**config.mk**
```make
export PLATFORM = sky130hd
export DESIGN_NAME = keypad_scanner
export DESIGN_NICKNAME = d
export VERILOG_FILES = /design/src/rtl/keypad_pkg.sv /design/src/rtl/keypad_debounce.sv /design/src/rtl/keypad_scanner.sv
export SDC_FILE = /design/constraint.sdc
export NUM_CORES = 1
export LEC_CHECK = 0
export CAP_MARGIN = 20
export CORE_MARGIN = 1
export CORE_UTILIZATION = 50
export CTS_CLUSTER_DIAMETER = 30
export DETAILED_ROUTE_END_ITERATION = 16
export PLACE_DENSITY = 0.81
export SLEW_MARGIN = 0
export SYNTH_ARGS = -nofsm -noshare
export SYNTH_HDL_FRONTEND = slang
export SYNTH_SLANG_ARGS = --single-unit
```
**constraint.sdc**
```tcl
create_clock -name clk -period 3.2 [get_ports clk]
set_clock_uncertainty 0.05 [all_clocks]
set_input_delay 0.64 -clock clk [delete_from_list [all_inputs] [get_ports clk]]
set_output_delay 0.64 -clock clk [all_outputs]
set_load 0.01 [all_outputs]
```
**src/rtl/keypad_pkg.sv**
```systemverilog
// Shared matrix geometry and key-code helper for the keypad scanner slice.
package keypad_pkg;

  localparam int ROWS       = 4;
  localparam int COLS       = 4;
  localparam int KEYS       = ROWS * COLS;
  localparam int KEY_CODE_W = 4;

  function automatic logic [KEY_CODE_W-1:0] key_code_of(input logic [1:0] row,
                                                        input logic [1:0] col);
    return KEY_CODE_W'(row * COLS + col);
  endfunction

endpackage

```
**src/rtl/keypad_debounce.sv**
```systemverilog
// Frame-level debouncer: stability counter, debounced key_state and
// new-press candidate selection (lowest index wins, others reported as lost).
module keypad_debounce
  import keypad_pkg::*;
#(
  parameter int DEBOUNCE_SCANS = 4
) (
  input  logic                  clk,
  input  logic                  rst,
  input  logic                  frame_done,
  input  logic [KEYS-1:0]       snapshot,
  output logic [KEYS-1:0]       key_state,
  output logic                  cand_vld,
  output logic [KEY_CODE_W-1:0] cand_code,
  output logic                  cand_multi
);

  localparam logic [3:0] DEB_MAX = 4'(DEBOUNCE_SCANS);

  logic [KEYS-1:0] prev_frame;
  logic [3:0]      stab_cnt;
  logic [3:0]      cnt_nxt;
  logic            frame_eq;
  logic [KEYS-1:0] newp_p1;
  logic            vld_p1;
  logic [KEYS-1:0] newp_rest;

  function automatic logic [KEY_CODE_W-1:0] lowest_key(input logic [KEYS-1:0] set);
    logic [KEY_CODE_W-1:0] code;
    code = '0;
    for (int i = KEYS - 1; i >= 0; i--) begin
      if (set[i]) code = key_code_of(2'(i / COLS), 2'(i % COLS));
    end
    return code;
  endfunction

  always_comb begin
    frame_eq = (snapshot == prev_frame);
    cnt_nxt  = 4'd1;
    if (frame_eq) cnt_nxt = (stab_cnt == DEB_MAX) ? stab_cnt : stab_cnt + 4'd1;
  end

  // Stage p0 -> p1: frame compare, debounced state update, new-press capture
  always_ff @(posedge clk) begin
    if (rst) begin
      prev_frame <= '0;
      stab_cnt   <= '0;
      key_state  <= '0;
      newp_p1    <= '0;
      vld_p1     <= 1'b0;
    end else begin
      vld_p1 <= 1'b0;
      if (frame_done) begin
        prev_frame <= snapshot;
        stab_cnt   <= cnt_nxt;
        if (cnt_nxt == DEB_MAX && snapshot != key_state) begin
          key_state <= snapshot;
          newp_p1   <= snapshot & ~key_state;
          vld_p1    <= 1'b1;
        end
      end
    end
  end

  // Stage p1: candidate presented to the event register
  assign newp_rest  = newp_p1 & 16'(newp_p1 - 16'd1);
  assign cand_vld   = vld_p1 && (newp_p1 != '0);
  assign cand_code  = lowest_key(newp_p1);
  assign cand_multi = cand_vld && (newp_rest != '0);

endmodule

```
**src/rtl/keypad_scanner.sv**
```systemverilog
// 4x4 keypad scanner: row sequencer, column synchronizer, debouncer and a
// one-deep press-event register with valid/ready handshake.
module keypad_scanner
  import keypad_pkg::*;
#(
  parameter int SCAN_DIV       = 100_000,
  parameter int DEBOUNCE_SCANS = 4
) (
  input  logic                  clk,
  input  logic                  rst,
  output logic [ROWS-1:0]       row_out,
  input  logic [COLS-1:0]       col_in,
  output logic [KEYS-1:0]       key_state,
  output logic                  key_valid,
  output logic [KEY_CODE_W-1:0] key_code,
  input  logic                  key_ready,
  output logic                  key_lost
);

  localparam int                CNT_W     = $clog2(SCAN_DIV);
  localparam logic [CNT_W-1:0] SLOT_LAST = CNT_W'(SCAN_DIV - 1);

  logic [COLS-1:0]       col_s1, col_s2;
  logic [1:0]            row_idx;
  logic [CNT_W-1:0]      slot_cnt;
  logic                  slot_last;
  logic [KEYS-1:0]       snapshot;
  logic                  frame_done;
  logic                  cand_vld;
  logic [KEY_CODE_W-1:0] cand_code;
  logic                  cand_multi;
  logic                  hs;

  assign slot_last = (slot_cnt == SLOT_LAST);
  assign row_out   = ~(ROWS'(1) << row_idx);

  // Stage p0: synchronize columns, sequence rows, sample at end of each slot
  always_ff @(posedge clk) begin
    if (rst) begin
      col_s1     <= '1;
      col_s2     <= '1;
      row_idx    <= '0;
      slot_cnt   <= '0;
      snapshot   <= '0;
      frame_done <= 1'b0;
    end else begin
      col_s1     <= col_in;
      col_s2     <= col_s1;
      frame_done <= slot_last && (row_idx == 2'd3);
      if (slot_last) begin
        slot_cnt                       <= '0;
        row_idx                        <= row_idx + 2'd1;
        snapshot[row_idx*COLS +: COLS] <= ~col_s2;
      end else begin
        slot_cnt <= slot_cnt + 1'b1;
      end
    end
  end

  keypad_debounce #(
    .DEBOUNCE_SCANS(DEBOUNCE_SCANS)
  ) u_debounce (
    .clk       (clk),
    .rst       (rst),
    .frame_done(frame_done),
    .snapshot  (snapshot),
    .key_state (key_state),
    .cand_vld  (cand_vld),
    .cand_code (cand_code),
    .cand_multi(cand_multi)
  );

  assign hs = key_valid && key_ready;

  // Stage p2: one-deep event register; a full, unaccepted slot keeps its event
  always_ff @(posedge clk) begin
    if (rst) begin
      key_valid <= 1'b0;
      key_code  <= '0;
      key_lost  <= 1'b0;
    end else begin
      key_lost <= cand_multi;
      if (cand_vld) begin
        if (!key_valid || hs) begin
          key_code  <= cand_code;
          key_valid <= 1'b1;
        end else begin
          key_lost <= 1'b1;
        end
      end else if (hs) begin
        key_valid <= 1'b0;
      end
    end
  end

endmodule

```
# After elaboration in Yosys (flattened, before gate mapping)
# Cells that the tools add are included.
[word_totals] wordCells=75 in_bits=7 register_bits=103 out_inout_bits=26
[classes] shifts=3 n_bitwise=6 eq_ne=7 n_addsub=5 n_mux=25 reduce_logical=15
[ops] cell="two-way mux 4 bit" count=18
[ops] cell="negation 4 -> 34 bit" count=1
[ops] cell="variable shift 4 x 34 -> 16 bit (first input constant)" count=1
[ops] cell="variable part select 4 x 34 -> 16 bit" count=1
[ops] cell="AND 16 bit" count=2
[ops] cell="nonzero test 16 bit" count=2
[ops] cell="adder 17 x 1 -> 17 bit (second input constant)" count=1
[ops] cell="== test 17 bit (second input constant)" count=1
[ops] cell="bitwise mux 16 bit" count=1
[ops] cell="== test 16 bit" count=1
[ops] cell="!= test 16 bit" count=1
[ops] cell="NOT 16 bit" count=1
[ops] cell="subtractor 16 x 1 -> 16 bit (second input constant)" count=1
[ops] cell="== test 4 x 3 -> 1 bit (second input constant)" count=2
[ops] cell="NOT 4 bit" count=2
[ops] cell="two-way mux 1 bit" count=6
[ops] cell="AND reduction 2 bit" count=3
[ops] cell="logical AND 1 bit" count=5
[ops] cell="adder 4 x 1 -> 4 bit (second input constant)" count=1
[ops] cell="OR reduction 2 bit" count=2
[ops] cell="<< shifter 1 x 2 -> 4 bit (first input constant)" count=1
[ops] cell="adder 2 x 1 -> 2 bit (second input constant)" count=1
[ops] cell="== test 2 bit (second input constant)" count=1
[ops] cell="!= test 2 bit (second input constant)" count=1
[ops] cell="4 further kinds" count=4

# Depth between registers and ports, before layout
# Gate-level depths: netlist of run 1.
[depth] depth_word=16 depth_mapped=9

# Cells and area by module
# Synthesis of run 1 repeated with hierarchy kept, for this count alone.
[unflattened] hier_cells=545 area_unflattened_um2=4833.4
[by_module_without_submodules] module="keypad_debounce" n_inst=1 cells_per_inst=324 area_each_um2=2793.9
[by_module_without_submodules] module="keypad_scanner" n_inst=1 cells_per_inst=221 area_each_um2=2039.5

# Worst setup path after synthesis of run 1
# Ideal clock, no wire load.
[synth_timing] kind="register to register" from="register u_debounce.stab_cnt[0]" to="register u_debounce.key_state[0]" t_required_ns=3.022 arrival_time_ns=2.033 setup_slack_ns=0.990 synth_period_minus_slack_ns=2.210 stages_incl_launch_ff=10 setup_time_ns=0.128 cell_sequence="dfxtp_1 -> inv_1 -> ha_1 -> o21ai_0 -> nand3_1 -> a2111oi_0 -> nand3_1 -> buf_2 -> mux2i_1 -> nor2_1"
[synth_via] elab_chain_len=6 elab_cells_between_ends=7 cone_classes="1 x add/sub; 2 x eq/ne; 2 x mux; 2 x reduce/logical"
[synth_lines] element="from (decl)" line_no="keypad_debounce.sv:21" text="logic [3:0] stab_cnt;"
[synth_lines] element="from (signal assigned)" line_no="keypad_debounce.sv:55" text="stab_cnt <= cnt_nxt;"
[synth_lines] element="adder 4 x 1 -> 4 bit / == test 4 x 3 -> 1 bit (equally long branches)" line_no="keypad_debounce.sv:40" text="if (frame_eq) cnt_nxt = (stab_cnt == DEB_MAX) ? stab_cnt : stab_cnt + 4'd1;"
[synth_lines] element="two-way mux 4 bit * (2 in a row)" line_no="keypad_debounce.sv:40"
[synth_lines] element="== test 4 x 3 -> 1 bit *" line_no="keypad_debounce.sv:56" text="if (cnt_nxt == DEB_MAX && snapshot != key_state) begin"
[synth_lines] element="logical AND 1 bit *" line_no="keypad_debounce.sv:56"
[synth_lines] element="AND reduction 2 bit (no source line) *"
[synth_lines] element="to (signal assigned)" line_no="keypad_debounce.sv:57" text="key_state <= snapshot;"
[synth_lines] element="to (decl)" line_no="keypad_debounce.sv:12" text="output logic [KEYS-1:0] key_state,"
# Every way passes the cells marked *; elsewhere a longest branch is shown, timed or not.
# A chain may end at the register's enable or synchronous reset.

# Worst setup path in the final report of run 1
[layout_timing] from="register u_debounce.stab_cnt[0]" to="register u_debounce.newp_p1[13]"
[layout_via] elab_chain_len=6 elab_cells_between_ends=7 cone_classes="1 x add/sub; 2 x eq/ne; 2 x mux; 2 x reduce/logical"
[layout_lines] element="adder 4 x 1 -> 4 bit / == test 4 x 3 -> 1 bit (equally long branches)" line_no="keypad_debounce.sv:40"
[layout_lines] element="two-way mux 4 bit * (2 in a row)" line_no="keypad_debounce.sv:40"
[layout_lines] element="== test 4 x 3 -> 1 bit *" line_no="keypad_debounce.sv:56"
[layout_lines] element="logical AND 1 bit *" line_no="keypad_debounce.sv:56"
[layout_lines] element="AND reduction 2 bit (no source line) *"
[layout_lines] element="to (signal assigned)" line_no="keypad_debounce.sv:58" text="newp_p1 <= snapshot & ~key_state;"
[layout_lines] element="to (decl)" line_no="keypad_debounce.sv:24" text="logic [KEYS-1:0] newp_p1;"
# Marked as above.

==> results.json, run 1 <==
{
  "ys_top_cells_by_count": "103 x dfxtp_1, 81 x nor2_1, 49 x mux2i_1",
  "grt_pass1_vias": 3441,
  "synthDistinctLibCells": 42,
  "setup_viol": 0,
  "reg2reg_depth": 9,
  "powerDensity_nw_per_um2": 402,
  "ff2ff_setup_slack_ps": 340,
  "fin_util": 0.598,
  "antennaDiodeCount": 0,
  "p_int_mw": 1.69,
  "hold_viol": 0,
  "drv_slew": 0,
  "cts.clk_slew.worst_paths_ps": 90,
  "firstDrtPassIters": 4,
  "cts_max_level": 3,
  "synth-seq-cells": 103,
  "cts_root_buffer": "clkbuf_8",
  "yosysSeqAreaShare": 0.440,
  "met2WireLength_mm": 4.59,
  "drive_above_1_share": 0.0682,
  "hold_path_depth": 1,
  "tightest_slew_ps": 648,
  "multiInputGateArea_um2": 2440,
  "synth.most_common_cell": "dfxtp_1",
  "die_y_um": 98.9,
  "wl_mm": 9.20,
  "syn_inst": 522,
  "start_kind": "flop",
  "gr-total-overflow": 0,
  "whs_endpoint": "col_s2[3]",
  "slew_headroom": 0.557,
  "synth_area_per_cell_um2": 8.99,
  "initial_utilization": 0.528,
  "postCtsSetupRepairBufs": 0,
  "synth_flop_cell": "dfxtp_1",
  "die-width_um": 98.9,
  "gr-usage-all-layers": 0.202,
  "hold_path.class": "flop to flop",
  "yosys.area.top_type": "dfxtp_1",
  "period_share": 0.893,
  "irDropWorstVdd_mv": 0.301,
  "endpoint_kind": "flop",
  "critPathKind": "flop to flop",
  "regToRegStartpoint": "u_debounce.stab_cnt[0]",
  "hold_buffers": 0,
  "grt_max_degree": 45,
  "dieArea_um2": 9770,
  "viasPerCell": 5.49,
  "portBuffers": 32,
  "crit_chain": "inv_1 -> ha_1 -> o21ai_0 -> nand3_1 -> a2111oi_0 -> nand3_2 -> buf_4 -> mux2i_1 -> nor2_1",
  "tns_ps": 0,
  "insertion_delay_ps": 360,
  "worstPathRequired_ps": 3380,
  "rsz0062_at_grt": "false",
  "status": "finished, final reports clean",
  "fp-row-count": 34,
  "crit_arrival_ps": 3040,
  "min_from": "col_s1[3]",
  "p_leak_nw": 2.07,
  "ioPinCount": 33,
  "place.gp.congestion": 0.851,
  "async_reset_ff_frac": 0,
  "hold_ws_ps": 363,
  "dpl.hpwl_mm": 6.79,
  "clockPowerShare": 0.377,
  "cts.sinks": 103,
  "yosys-top-cells-area": "dfxtp_1 44%, mux2i_1 10%, nor2_1 6.5%",
  "cts_buffers": 9,
  "power_frac_seq": 0.605,
  "cp_slowest_cell": "a2111oi_0",
  "core_um2": 8890,
  "antenna_found_initial": 0,
  "min_period_ps": 2860,
  "cp_max_fo": 27,
  "drv_cap": 0,
  "ff_latch_area_um2": 2060,
  "syn-cell-area_um2": 4690,
  "drc_errors": 0,
  "syn-num-nets": 553,
  "top_layer": "met4",
  "cts_tree": "built",
  "yosys_warnings": 0,
  "grt_pass1_wl_mm": 15.9,
  "max_stage_delay_ps": 590,
  "wl_met3_um": 302,
  "avgRoutedWirePerCell_um": 13.8,
  "wl_met1_mm": 4.15,
  "max-clock-path-buffers": 2,
  "area_delta_synth_final_pct": 13.3,
  "drt-initial-drc-count": 140,
  "power_frac_comb": 0.018,
  "nets": 584,
  "max_freq_ghz": 0.350,
  "synth_top_area_share": 0.440,
  "postRouteAntennaNets": 0,
  "dr_total_vias": 3649,
  "synth_edf_count": 0,
  "switching_power_uw": 453,
  "swShare": 0.212,
  "fillCellCount": 739,
  "cts_resized": 0,
  "r2r-end": "u_debounce.newp_p1[13]"
}
-- metal layers --
layer	global-route usage	vias to the layer above
met2	0.359	69
met1	0.240	1719
met4	0.0631	0
met5	0	-
met3	0.0496	16
li1	-	1845
-- cell type report --
type                    instances  share of cell area
multi-input cells             369               0.459
flip-flops and latches        103               0.388
repair buffers                 38              0.0678
clock buffers                  11              0.0266
well taps                     108              0.0254
inverters                      32              0.0226
clock inverters                 4              0.0101
-- cell families after synthesis --
kind of cell,count (synthesis),share of synthesized area
adder cells (fa/ha/maj),27,0.0704
buffers and inverters,50,0.0413
XOR/XNOR,30,0.0560
flip-flops,103,0.440
multiplexers,49,0.105
AND/OR/NAND/NOR,211,0.223
AO/OA/AOI/OAI,52,0.0653
-- sequential cells by signal, summed over array words and instances, names as in the netlist --
register / flops
u_debounce.vld_p1: 1
slot_cnt: 17
u_debounce.prev_frame: 16
row_idx: 2
frame_done: 1
snapshot: 16
u_debounce.newp_p1: 16
key_valid: 1
key_lost: 1
u_debounce.stab_cnt: 4
col_s1: 4
col_s2: 4
key_code: 4
u_debounce.key_state: 16
-- worst max-delay path: cells and delay by family, from the launching register on --
family                   cells  cell delay, ps
AO/OA/AOI/OAI                2             780
AND/OR/NAND/NOR              3             450
multiplexers                 1             240
buffers and inverters        2             450
adder cells (fa/ha/maj)      1             260
flip-flops                   1             480
-- per-stage QoR --
stage	instances	total power [mW]	area, µm²	setup slack, ps
2_1_floorplan	522	1.35	4690	990
3_3_place_gp	650	1.36	5120	570
3_5_place_dp	650	1.36	5120	405
4_1_cts	665	2.16	5310	357
5_1_grt	665	2.21	5310	13.3
6_report	665	2.14	5310	342
-- power by group through the flow --
| stage | clock network [mW] | logic, mW | registers (mW) |
|---|---|---|---|
| finish | 0.805 | 0.0383 | 1.29 |
| global route | 0.875 | 0.0430 | 1.30 |
| CTS | 0.822 | 0.0388 | 1.29 |
| detailed placement | 0 | 0.0388 | 1.32 |
| global placement | 0 | 0.0378 | 1.32 |
| floorplan | 0 | 0.0268 | 1.32 |
-- how the worst max path moves through the flow --
stage	depth (start not counted)	endpoint	startpoint
after floorplan	9	u_debounce.key_state[0]	u_debounce.stab_cnt[0]
after global placement	9	u_debounce.key_state[14]	u_debounce.stab_cnt[0]
after detailed placement	9	u_debounce.key_state[7]	u_debounce.stab_cnt[0]
after CTS	9	u_debounce.newp_p1[13]	u_debounce.stab_cnt[0]
after global routing	9	u_debounce.newp_p1[13]	u_debounce.stab_cnt[0]
final	9	u_debounce.newp_p1[13]	u_debounce.stab_cnt[0]
-- cells in the final DEF (no fill, tap or decap), types with 3 or more instances in the layout --
cell,netlist,layout
dfxtp_1,103,103
nor3_1,7,7
o21ai_0,10,10
or3_1,23,23
maj3_1,3,3
clkbuf_8,0,10
and3_1,3,3
nand2_2,4,4
mux2i_1,49,49
xor2_1,9,9
nor2_1,81,81
xnor2_1,21,21
or2_2,9,9
nand3_1,16,15
nand2_1,32,32
inv_1,32,32
buf_4,0,6
nand2b_1,6,6
a2111oi_0,4,4
nand4_1,12,12
a21oi_1,28,28
clkdlybuf4s50_1,0,31
ha_1,24,24
nor4_1,6,6
Note: power is estimated with default switching activity, not from simulation.
==> run 2, diff against run 1 <==
--- a/config.mk
+++ b/config.mk
@@ -10,8 +10,9 @@
 export CORE_UTILIZATION = 50
 export CTS_CLUSTER_DIAMETER = 30
 export DETAILED_ROUTE_END_ITERATION = 16
-export PLACE_DENSITY = 0.81
+export PLACE_DENSITY = 0.8
 export SLEW_MARGIN = 0
 export SYNTH_ARGS = -nofsm -noshare
 export SYNTH_HDL_FRONTEND = slang
+export SYNTH_HIERARCHICAL = 1
 export SYNTH_SLANG_ARGS = --single-unit
==> results.json, run 2 <==
{
  "status": "finished, final reports clean",
  "max_stage_delay_ps": 550,
  "crit_family": "simple AND/OR/NAND/NOR gates",
  "die_y_um": 100,
  "final_cell_mix": "103 x dfxtp_1, 66 x nor2_1, 45 x a21oi_1",
  "ff_latch_area_um2": 2060,
  "yosysSeqAreaShare": 0.427,
  "regMostFlops": "slot_cnt",
  "grt_pass1_vias": 3649,
  "cts.clk_slew.worst_paths_ps": 110,
  "wl_mm": 10.2,
  "syn_inst": 545,
  "p_leak_nw": 2.03,
  "area_delta_synth_final_pct": 13.5,
  "powerDensity_nw_per_um2": 398,
  "tightest_slew_ps": 616,
  "crit_arrival_ps": 2920,
  "portBuffers": 32,
  "synth_flop_cell": "dfxtp_1",
  "cp_slowest_cell": "nand3_2",
  "avgRoutedWirePerCell_um": 14.4,
  "drt-initial-drc-count": 135,
  "dpl.hpwl_mm": 7.33,
  "dr_total_vias": 3922,
  "cts_root_buffer": "clkbuf_8",
  "fin_ws_ps": 465,
  "cts_tree": "built",
  "max-clock-path-buffers": 2,
  "synthDistinctLibCells": 49,
  "drv_cap": 0,
  "synth_edf_count": 0,
  "clockPowerShare": 0.391,
  "yosys-top-cells-area": "dfxtp_1 43%, mux2i_1 7.5%, ha_1 6.2%",
  "swShare": 0.223,
  "ioPinCount": 33,
  "cts_buffers": 9,
  "path_buf_inv": 2,
  "cts_max_level": 3,
  "ys_top_cells_by_count": "103 x dfxtp_1, 66 x nor2_1, 45 x a21oi_1",
  "drc_errors": 0,
  "async_reset_ff_frac": 0,
  "synth_top_area_share": 0.427,
  "irDropWorstVdd_mv": 0.254,
  "synth-seq-cells": 103,
  "cp_max_fo": 20,
  "yosys.area.top_type": "dfxtp_1",
  "power_frac_comb": 0.016,
  "yosys_warnings": 6,
  "setup_viol": 0,
  "syn-cell-area_um2": 4830,
  "largest_register_ffs": 17,
  "gr-usage-all-layers": 0.216,
  "drive_above_1_share": 0.0760,
  "core_um2": 9280,
  "firstDrtPassIters": 5,
  "dieArea_um2": 10100,
  "syn-num-nets": 576,
  "grt_pass1_wl_mm": 17.3,
  "max_freq_ghz": 0.366,
  "grt_max_degree": 60,
  "cp.depth": 9,
  "cts.sinks": 103,
  "initial_utilization": 0.521,
  "tns_ps": 0,
  "postRouteAntennaNets": 0,
  "power_frac_seq": 0.593,
  "fin_cells": 708,
  "antenna_found_initial": 0,
  "fillCellCount": 855,
  "postCtsSetupRepairBufs": 0,
  "hold_viol": 0,
  "min_period_ps": 2740,
  "hold_path.class": "flop to flop",
  "viasPerCell": 5.54,
  "p_int_mw": 1.70,
  "insertion_delay_ps": 370,
  "endpoint_kind": "flop",
  "start_kind": "flop",
  "antennaDiodeCount": 0,
  "synth_area_per_cell_um2": 8.87,
  "switching_power_uw": 488,
  "gr-total-overflow": 0,
  "cts_resized": 0,
  "final_common_cell": "dfxtp_1",
  "slew_headroom": 0.589,
  "place_ws_ps": 541,
  "multiInputGateArea_um2": 2530,
  "drv_slew": 0,
  "reg2reg_depth": 9,
  "die-width_um": 100,
  "rsz0062_at_grt": "false",
  "hold_buffers": 0,
  "hold_path_depth": 1,
  "fp-row-count": 35,
  "synth.most_common_cell": "dfxtp_1",
  "critPathKind": "flop to flop",
  "period_share": 0.855,
  "place_inst": 692,
  "worstPathRequired_ps": 3380,
  "p_total_mw": 2.18,
  "place.gp.congestion": 0.838,
  "crit_chain": "inv_1 -> ha_1 -> o21ai_0 -> nand3b_1 -> a2111oi_4 -> nand3_2 -> buf_4 -> nand2_1 -> a21oi_1",
  "nets": 605
}
## run 2: changes by cell type after synthesis, sizes merged, moves of 11 or more
cell   previous run  this run
or3              24         1
or4               2        23
a21oi            28        45
nor2             81        66
mux2i            49        36
nand3            16        29
o21ai            10        21
## run 2: metrics by stage
step           utilization  area, µm²  hold WS, ps
2_1_floorplan            -       4830          339
3_3_place_gp         0.568       5270          341
3_5_place_dp         0.568       5270          347
4_1_cts              0.591       5490          371
5_1_grt              0.591       5490          391
6_report             0.591       5490          369
## run 2: logic make-up (layout without fill, tap and decap cells)
group           count (synthesis)  count (layout)  synth area share
mux                            36              36            0.0746
simple gates                  210             210             0.227
flops                         103             103             0.427
xor+xnor                       29              29            0.0525
fa+ha+maj                      27              27            0.0683
compound gates                 83              83             0.100
buf+inv                        57              91            0.0505
## run 2: metal layers
metal,global-route usage,wire [µm],vias to the layer above
li1,-,-,1968
met1,0.279,4720,1845
met2,0.364,4950,100
met3,0.0425,440,9
met4,0.0702,95,0
met5,0,0,-
## run 2: layout make-up
cell class / count / share of cell area
inverters: 31 / 0.0212
clock buffers: 10 / 0.0251
repair buffers: 44 / 0.0739
flip-flops and latches: 103 / 0.376
multi-input cells: 385 / 0.461
clock inverters: 6 / 0.0139
well taps: 129 / 0.0294
## run 2: final timing paths
kind	startpoint	endpoint	slack, ps
max reg2reg	u_debounce/stab_cnt[0]	u_debounce/newp_p1[9]	460
min	col_s1[0]	col_s2[0]	370
min reg2reg	col_s1[0]	col_s2[0]	370
max	u_debounce/stab_cnt[0]	u_debounce/newp_p1[9]	460
## run 2: power by group through the flow
stage / Sequential (mW) / Combinational [mW] / Clock [mW]
after global routing: 1.30 / 0.0399 / 0.927
after detailed placement: 1.32 / 0.0357 / 0
final: 1.29 / 0.0354 / 0.855
after floorplan: 1.32 / 0.0254 / 0
after CTS: 1.29 / 0.0358 / 0.874
after global placement: 1.32 / 0.0350 / 0
